$ cat config.mk
export PLATFORM = sky130hd
export DESIGN_NAME = mem_port_arbiter
export DESIGN_NICKNAME = d
export VERILOG_FILES = /design/src/rtl/mem_port_arbiter.sv
export SDC_FILE = /design/constraint.sdc
export NUM_CORES = 1
export LEC_CHECK = 0
export ABC_CLOCK_PERIOD_IN_PS = 6000
export CAP_MARGIN = 20
export CORE_MARGIN = 2
export CORE_UTILIZATION = 45
export CTS_BUF_LIST = sky130_fd_sc_hd__clkbuf_16
export CTS_CLUSTER_DIAMETER = 100
export DETAILED_ROUTE_END_ITERATION = 10
export GPL_TIMING_DRIVEN = 0
export PLACE_DENSITY = 0.93
export REMOVE_ABC_BUFFERS = 1
export SLEW_MARGIN = 20
export SYNTH_ARGS = -nofsm -noshare
export SYNTH_HDL_FRONTEND = slang
export SYNTH_SLANG_ARGS = --single-unit
$ cat constraint.sdc
create_clock -name clk -period 6 [get_ports clk]
set_clock_uncertainty 0.1 [all_clocks]
set_input_delay 1.5 -clock clk [delete_from_list [all_inputs] [get_ports clk]]
set_output_delay 1.5 -clock clk [all_outputs]
set_load 0.01 [all_outputs]
$ cat src/rtl/mem_port_arbiter.sv
// Arbitrates the CPU fetch and data ports onto one single-ported memory.
// Data wins by default; a streak limit lets a waiting fetch through.
module mem_port_arbiter #(
  parameter int ADDR_W       = 32,
  parameter int DATA_W       = 32,
  parameter int MEM_LATENCY  = 1,
  parameter int MAX_D_STREAK = 4
) (
  input  logic              clk,
  input  logic              reset,
  input  logic              i_req,
  input  logic [ADDR_W-1:0] i_addr,
  output logic              i_done,
  output logic [DATA_W-1:0] i_rdata,
  input  logic              d_req,
  input  logic              d_we,
  input  logic [ADDR_W-1:0] d_addr,
  input  logic [DATA_W-1:0] d_wdata,
  output logic              d_done,
  output logic [DATA_W-1:0] d_rdata,
  output logic              mem_en,
  output logic              mem_we,
  output logic [ADDR_W-1:0] mem_addr,
  output logic [DATA_W-1:0] mem_wdata,
  input  logic [DATA_W-1:0] mem_rdata,
  output logic [1:0]        o_dbg_state
);

  // Handshake: a requester raises req with stable address/data and holds it
  // until its done pulse; inputs are sampled only at the grant edge, and done
  // always pulses once per grant even if req drops early.

  typedef enum logic [1:0] {
    S_IDLE   = 2'd0,
    S_ACCESS = 2'd1,
    S_WAIT   = 2'd2,
    S_RESP   = 2'd3
  } state_t;

  localparam logic [3:0] LAT_M1  = 4'(MEM_LATENCY - 1);
  localparam logic [3:0] MAX_STK = 4'(MAX_D_STREAK);

  state_t     r_state;
  state_t     w_next;
  logic       r_owner_d;
  logic       r_we;
  logic [3:0] r_lat;
  logic [3:0] r_streak;
  logic       w_grant_d;
  logic       w_grant_i;
  logic       w_capture;

  always_comb begin
    w_grant_d = 1'b0;
    w_grant_i = 1'b0;
    if (r_state == S_IDLE) begin
      if (d_req && !(i_req && (r_streak == MAX_STK))) w_grant_d = 1'b1;
      else if (i_req)                                  w_grant_i = 1'b1;
    end
  end

  always_comb begin
    w_next = r_state;
    case (r_state)
      S_IDLE:   if (w_grant_d || w_grant_i) w_next = S_ACCESS;
      S_ACCESS: w_next = (r_we || (LAT_M1 == 4'd0)) ? S_RESP : S_WAIT;
      S_WAIT:   if (r_lat == 4'd1) w_next = S_RESP;
      S_RESP:   w_next = S_IDLE;
      default:  w_next = S_IDLE;
    endcase
  end

  // Read data is latched on the edge that enters RESP.
  assign w_capture   = (w_next == S_RESP) && (r_state != S_RESP) && !r_we;
  assign mem_en      = (r_state == S_ACCESS);
  assign mem_we      = mem_en && r_we;
  assign i_done      = (r_state == S_RESP) && !r_owner_d;
  assign d_done      = (r_state == S_RESP) && r_owner_d;
  assign o_dbg_state = r_state;

  always_ff @(posedge clk or negedge reset) begin
    if (!reset) begin
      r_state   <= S_IDLE;
      r_owner_d <= 1'b0;
      r_we      <= 1'b0;
      r_lat     <= 4'd0;
      r_streak  <= 4'd0;
      mem_addr  <= '0;
      mem_wdata <= '0;
      i_rdata   <= '0;
      d_rdata   <= '0;
    end else begin
      r_state <= w_next;
      if (w_grant_d || w_grant_i) begin
        r_owner_d <= w_grant_d;
        r_we      <= w_grant_d && d_we;
        mem_addr  <= w_grant_d ? d_addr : i_addr;
        mem_wdata <= w_grant_d ? d_wdata : '0;
      end
      if (r_state == S_ACCESS)    r_lat <= LAT_M1;
      else if (r_state == S_WAIT) r_lat <= r_lat - 4'd1;
      // The streak only counts data grants that overtook a waiting fetch.
      if (!i_req)                                   r_streak <= 4'd0;
      else if (w_grant_i)                           r_streak <= 4'd0;
      else if (w_grant_d && (r_streak != 4'd15))    r_streak <= r_streak + 4'd1;
      if (w_capture) begin
        if (r_owner_d) d_rdata <= mem_rdata;
        else           i_rdata <= mem_rdata;
      end
    end
  end

endmodule

==> flow_metrics.env, run 1 <==
export IMPL_grtUsageTotal_pct=24.8
export IMPL_remaining_drc_errors=0
export IMPL_yosysSeqAreaShare_pct=60.7
export IMPL_drt_iter0_drc=364
export IMPL_nFillCells=767
export IMPL_crit_path_cell_trace="clkdlybuf4s50_1 -> nor2_1 -> a32oi_2 -> and4b_2 -> buf_16 -> mux2_4"
export IMPL_regArea_um2=3500
export IMPL_synth_mux_area_share_pct=16.7
export IMPL_final_cells=836
export IMPL_dp_hpwl_um=12400
export IMPL_rsz0062_at_grt="no"
export IMPL_insertion_delay_ns=0.41
export IMPL_h_tree_depth=4
export IMPL_viasPerCell=5.32
export IMPL_endpoint="i_rdata[4]$_DFFE_PN0P_"
export IMPL_rows=41
export IMPL_numCtsBuffers=17
export IMPL_p_per_area_nw_per_um2=577
export IMPL_dpl_cell_count=806
export IMPL_grt_pass1_wl_um=25200
export IMPL_p_leak_nw=4.23
export IMPL_synthSimpleGateAreaFrac_pct=2.49
export IMPL_num_antenna_cells=0
export IMPL_synth_cell_types=36
export IMPL_hold_viol=0
export IMPL_wl_per_cell_um=20.8
export IMPL_grt_max_degree=92
export IMPL_gp_congestion=0.808
export IMPL_cts_resized_gates=0
export IMPL_synth_compound_area_share_pct=12.7
export IMPL_via_count=4445
export IMPL_max_stage_delay_ns=0.76
export IMPL_grt_ovfl_total=0
export IMPL_synthArstFlopShare_pct=100
export IMPL_worst_pin_slew_ns=0.776
export IMPL_critPathKind="input pin to flop"
export IMPL_finalSetupViolCount=0
export IMPL_utilization_pct=73.5
export IMPL_finalCritPeriodShare_pct=62.7
export IMPL_area_delta_synth_final_pct=60.0
export IMPL_syn_inst=385
export IMPL_fmax_mhz=266
export IMPL_path_buf_inv=2
export IMPL_cts_sinks=140
export IMPL_hold_buffers=0
export IMPL_synth_xor_area_share_pct=0.152
export IMPL_vdd_drop_max_mv=0.387
export IMPL_cp_depth=6
export IMPL_drive_gt1_share_pct=15.7
export IMPL_wl_um=17400
export IMPL_worstPathMaxFanout=19
export IMPL_cp_top_family="buffers and inverters"
export IMPL_start_util_pct=46.0
export IMPL_syn_avg_cell_area_um2=15.0
export IMPL_cts_tree="done"
export IMPL_hp_class="flop to flop"
export IMPL_reg2reg_to="i_rdata[4]$_DFFE_PN0P_"
export IMPL_rrSetupSlack_ns=3.13
export IMPL_critPathCaptureType="flop"
export IMPL_core_um2=12600
export IMPL_die_w_um=117
export IMPL_holdWs_ns=0.400
export IMPL_timing_rr_start="o_dbg_state[0]$_DFF_PN0_"
export IMPL_rr_worst_depth=7
export IMPL_cts_root_buffer="clkbuf_16"
export IMPL_critPathRequiredTime_ns=6.20
export IMPL_antenna_found_initial=1
export IMPL_slew_viol_final=0
export IMPL_cap_viol_max_count=0
export IMPL_drtAntennaViolNets=0
export IMPL_synth_top_family_by_area="multiplexers"
export IMPL_synth_warnings=0
export IMPL_arrival_ns=3.96
export IMPL_slew_headroom_pct=48.1
export IMPL_layout_nets=794
export IMPL_postCtsSetupRepairBufs=0
export IMPL_portBuffers=266
export IMPL_multi_input_area_um2=1980
export IMPL_die_y_um=117
export IMPL_synthAdderAreaFrac_pct=1.73
export IMPL_setup_tns_ns=0
export IMPL_die_area_um2=13800
export IMPL_grt_pass1_vias=4640
export IMPL_yosys_register_bits=140
export IMPL_outcome="complete, no violations"
export IMPL_ios=267
export IMPL_synth_area_um2=5780
export IMPL_drt_pass1_iterations=6
export IMPL_synthFlopType="dfrtp_1"
export IMPL_clock_path_buffers=2
export IMPL_crit_start="i_req"
export IMPL_path_clk_slew_ns=0.06
export IMPL_synth_edf_count=0
export IMPL_min_period_ns=3.76
export IMPL_slowest_stage="and4b_2"
export IMPL_power_w=0.00533
export IMPL_start_kind="input pin"
report_power, final:
group          total, W  switching [W]  internal, W
Clock          0.000969       0.000375     0.000594
Combinational   0.00263        0.00103      0.00160
Sequential      0.00173       0.000309      0.00142
Total           0.00533        0.00171      0.00362
per-stage QoR:
stage,area (µm²),setup slack (ns)
2_1_floorplan,5600,0.563
5_1_grt,9240,2.19
4_1_cts,9240,2.24
3_5_place_dp,8700,1.80
3_3_place_gp,8480,-1.92
6_report,9240,2.24
cell families (layout without fill, tap and decap cells):
group / count (synthesis) / in the layout
flip-flops: 140 / 140
AO/OA/AOI/OAI: 82 / 82
XOR/XNOR: 1 / 1
adder cells (fa/ha/maj): 8 / 8
AND/OR/NAND/NOR: 25 / 25
buffers and inverters: 63 / 342
multiplexers: 66 / 66
worst min path at each step:
stage	start	end	slack, ns	cells after the start
after floorplan	r_lat[2]$_DFFE_PN0P_	r_lat[2]$_DFFE_PN0P_	0.38	2
after CTS	mem_wdata[1]$_DFFE_PN0P_	mem_wdata[1]$_DFFE_PN0P_	0.40	1
after detailed placement	mem_wdata[17]$_DFFE_PN0P_	mem_wdata[17]$_DFFE_PN0P_	0.38	1
final	mem_wdata[23]$_DFFE_PN0P_	mem_wdata[23]$_DFFE_PN0P_	0.40	1
after global routing	mem_addr[18]$_DFFE_PN0P_	mem_addr[18]$_DFFE_PN0P_	0.42	2
after global placement	mem_wdata[17]$_DFFE_PN0P_	mem_wdata[17]$_DFFE_PN0P_	0.38	1
sequential cells by signal, summed over array words and instances, names as in the netlist:
register	flops
o_dbg_state	2
mem_addr	32
r_streak	4
r_lat	4
r_owner_d	1
d_rdata	32
mem_wdata	32
r_we	1
i_rdata	32
area by class of cell:
cell class	instances	area share, %
clock buffer	17	4.60
clock inverter	13	1.21
inverter	39	1.58
multi-input combinational	182	21.5
sequential	140	37.9
tap	172	2.33
timing repair buffer	273	30.9
worst register-to-register path, delay by kind of cell (launching register included):
kind	cells	cell delay, ns
adders and majority gates	1	0.37
muxes	1	0.32
and+or+nand+nor	1	0.76
AOI/OAI and AO/OA	2	0.38
buffers and inverters	2	0.39
DFF	1	0.43
per-layer routing:
layer | GRT usage [%] | up-vias | wire (µm)
met2 | 41.4 | 230 | 8750
met3 | 9.63 | 45 | 1730
li1 | - | 1963 | -
met1 | 27.5 | 2207 | 6300
met4 | 13.1 | 0 | 658
met5 | 0 | - | 0
placed cells by master, fill, tap and decap left out, types with 2 or more instances in the layout:
| cell | netlist | final |
|---|---|---|
| clkinv_1 | 0 | 3 |
| clkinv_2 | 0 | 5 |
| nand2b_1 | 2 | 2 |
| o21ai_0 | 7 | 6 |
| nand2_1 | 5 | 5 |
| and2_1 | 2 | 2 |
| buf_16 | 0 | 6 |
| mux2i_1 | 2 | 2 |
| mux2_4 | 60 | 60 |
| dfrtp_1 | 140 | 140 |
| a22o_1 | 34 | 34 |
| a222oi_1 | 32 | 32 |
| nor2b_1 | 2 | 2 |
| mux2_2 | 4 | 4 |
| nor2_1 | 6 | 6 |
| clkdlybuf4s50_1 | 0 | 265 |
| bufinv_16 | 0 | 2 |
| ha_1 | 8 | 8 |
| clkbuf_16 | 0 | 17 |
| inv_1 | 39 | 41 |
cell usage after synthesis, types with 2 or more instances:
cell type | number | area (µm²)
nand2b_1 | 2 | 12.5
buf_6 | 4 | 45.0
buf_12 | 3 | 60.1
o21ai_0 | 7 | 35.0
inv_1 | 39 | 146
nor2_1 | 6 | 22.5
nand2_1 | 5 | 18.8
mux2_2 | 4 | 45.0
a22o_1 | 34 | 298
clkbuf_1 | 9 | 33.8
nor2b_1 | 2 | 12.5
buf_2 | 4 | 20.0
and2_1 | 2 | 12.5
buf_1 | 4 | 15.0
dfrtp_1 | 140 | 3500
mux2i_1 | 2 | 20.0
mux2_4 | 60 | 901
a222oi_1 | 32 | 320
a21oi_1 | 2 | 10.0
ha_1 | 8 | 100
Note: power is estimated with default switching activity, not from simulation.
==> inputs of run 2 (changes only) <==
--- a/config.mk
+++ b/config.mk
@@ -5,15 +5,15 @@
 export SDC_FILE = /design/constraint.sdc
 export NUM_CORES = 1
 export LEC_CHECK = 0
-export ABC_CLOCK_PERIOD_IN_PS = 6000
+export ABC_CLOCK_PERIOD_IN_PS = 3870
 export CAP_MARGIN = 20
 export CORE_MARGIN = 2
-export CORE_UTILIZATION = 45
+export CORE_UTILIZATION = 41
 export CTS_BUF_LIST = sky130_fd_sc_hd__clkbuf_16
 export CTS_CLUSTER_DIAMETER = 100
 export DETAILED_ROUTE_END_ITERATION = 10
 export GPL_TIMING_DRIVEN = 0
-export PLACE_DENSITY = 0.93
+export PLACE_DENSITY = 0.87
 export REMOVE_ABC_BUFFERS = 1
 export SLEW_MARGIN = 20
 export SYNTH_ARGS = -nofsm -noshare
==> constraint.sdc (replaced) <==
create_clock -name clk -period 3.87 [get_ports clk]
set_clock_uncertainty 0.1 [all_clocks]
set_input_delay 0.9675 -clock clk [delete_from_list [all_inputs] [get_ports clk]]
set_output_delay 0.9675 -clock clk [all_outputs]
set_load 0.01 [all_outputs]
==> flow_metrics.env, run 2 (same netlist as run 1, synthesis figures left out) <==
export IMPL_critPathKind="input pin to flop"
export IMPL_hold_viol=0
export IMPL_utilization_pct=66.9
export IMPL_hp_class="input pin to asynchronous set/reset pin"
export IMPL_grtUsageTotal_pct=20.6
export IMPL_cts_tree="done"
export IMPL_p_leak_nw=4.22
export IMPL_antenna_found_initial=0
export IMPL_die_area_um2=15100
export IMPL_slowest_stage="clkdlybuf4s50_1"
export IMPL_regArea_um2=3500
export IMPL_portBuffers=266
export IMPL_drive_gt1_share_pct=15.9
export IMPL_p_per_area_nw_per_um2=885
export IMPL_final_cell_mix="clkdlybuf4s50_1, dfrtp_1, mux2_4"
export IMPL_critPathRequiredTime_ns=4.07
export IMPL_fin_area_um2=9260
export IMPL_multi_input_area_um2=1980
export IMPL_drt_iter0_drc=354
export IMPL_outcome="complete, no violations"
export IMPL_start_util_pct=41.8
export IMPL_slew_headroom_pct=53.9
export IMPL_crit_path_cell_trace="clkdlybuf4s50_1 -> nor2_1 -> a32oi_2 -> and4b_2 -> buf_12 -> mux2_2"
export IMPL_worst_pin_slew_ns=0.691
export IMPL_rows=43
export IMPL_via_count=4376
export IMPL_dp_hpwl_um=11300
export IMPL_nFillCells=902
export IMPL_ios=267
export IMPL_fmax_mhz=321
export IMPL_drtAntennaViolNets=0
export IMPL_slew_viol_final=0
export IMPL_cts_resized_gates=0
export IMPL_worstPathMaxFanout=23
export IMPL_max_stage_delay_ns=0.67
export IMPL_num_antenna_cells=0
export IMPL_start_kind="input pin"
export IMPL_drt_pass1_iterations=8
export IMPL_wl_um=15500
export IMPL_layout_nets=794
export IMPL_path_clk_slew_ns=0.06
export IMPL_rsz0062_at_grt="no"
export IMPL_viasPerCell=5.17
export IMPL_die_w_um=123
export IMPL_area_delta_synth_final_pct=60.2
export IMPL_critPathCaptureType="flop"
export IMPL_cts_sinks=140
export IMPL_cap_viol_max_count=0
export IMPL_remaining_drc_errors=0
export IMPL_insertion_delay_ns=0.41
export IMPL_placed_area_um2=8700
export IMPL_grt_pass1_wl_um=23800
export IMPL_min_period_ns=3.12
export IMPL_finalSetupViolCount=0
export IMPL_postCtsSetupRepairBufs=0
export IMPL_gp_congestion=0.799
export IMPL_finalCritPeriodShare_pct=80.6
export IMPL_die_y_um=123
export IMPL_cts_root_buffer="clkbuf_16"
export IMPL_wl_per_cell_um=18.4
export IMPL_holdWs_ns=0.372
export IMPL_grt_pass1_vias=4603
export IMPL_grt_ovfl_total=0
export IMPL_setup_tns_ns=0
export IMPL_hold_buffers=0
export IMPL_clock_path_buffers=2
export IMPL_core_um2=13800
export IMPL_arrival_ns=3.32
export IMPL_vdd_drop_max_mv=0.468
export IMPL_h_tree_depth=4
export IMPL_numCtsBuffers=17
export IMPL_grt_max_degree=81
export IMPL_final_common_cell="clkdlybuf4s50_1"
[run 2: changes by cell type in the layout (fill, tap and decap cells not counted), sizes merged]
cell / previous run / this run
clkinvlp: 1 / 4
inv: 41 / 40
[run 2: metrics by stage]
stage	worst slack [ns]	std cells	total power (W)
CTS	0.760	846	0.00827
finish	0.751	846	0.00819
floorplan	-1.03	361	0.00459
global placement	-3.41	807	0.00648
global route	0.687	846	0.00864
detailed placement	0.347	814	0.00668
[run 2: final cells by class]
class | instances | share of cell area, %
Multi-Input combinational cell | 182 | 21.4
Sequential cell | 140 | 37.9
Tap cell | 180 | 2.43
Clock inverter | 15 | 1.43
Inverter | 39 | 1.58
Clock buffer | 17 | 4.60
Timing Repair Buffer | 273 | 30.7
[run 2: final timing paths]
check,start,end,cells past startpoint,slack (ns)
hold / removal,reset,mem_addr[17]$_DFFE_PN0P_,1,0.37
max in group asynchronous,reset,d_rdata[7]$_DFFE_PN0P_,2,2.58
setup / recovery,i_req,i_rdata[0]$_DFFE_PN0P_,6,0.75
setup reg to reg,o_dbg_state[0]$_DFF_PN0_,i_rdata[0]$_DFFE_PN0P_,7,1.10
min in group clk,mem_wdata[8]$_DFFE_PN0P_,mem_wdata[8]$_DFFE_PN0P_,1,0.40
hold reg to reg,mem_wdata[8]$_DFFE_PN0P_,mem_wdata[8]$_DFFE_PN0P_,1,0.40
[run 2: routing by layer]
layer / up-vias / part of all wire [%] / routed length, µm / GRT usage, %
met5: - / 0 / 0 / 0
met4: 0 / 2.5 / 388 / 7.90
met3: 29 / 7.8 / 1210 / 6.97
met2: 197 / 52 / 8020 / 36.2
met1: 2195 / 38 / 5920 / 23.1
li1: 1955 / - / - / -
[run 2: report_power, final]
part           leakage (nW)  total [W]  switching [W]  internal (W)
Clock                 0.266    0.00152       0.000591      0.000931
Combinational          2.24    0.00402        0.00155       0.00247
Sequential             1.72    0.00265       0.000448       0.00221
[run 2: worst max-delay path: cells and delay by family]
family,cells,cell delay [ns]
compound gates,1,0.32
mux,1,0.35
buf+inv,2,0.94
simple gates,2,0.71
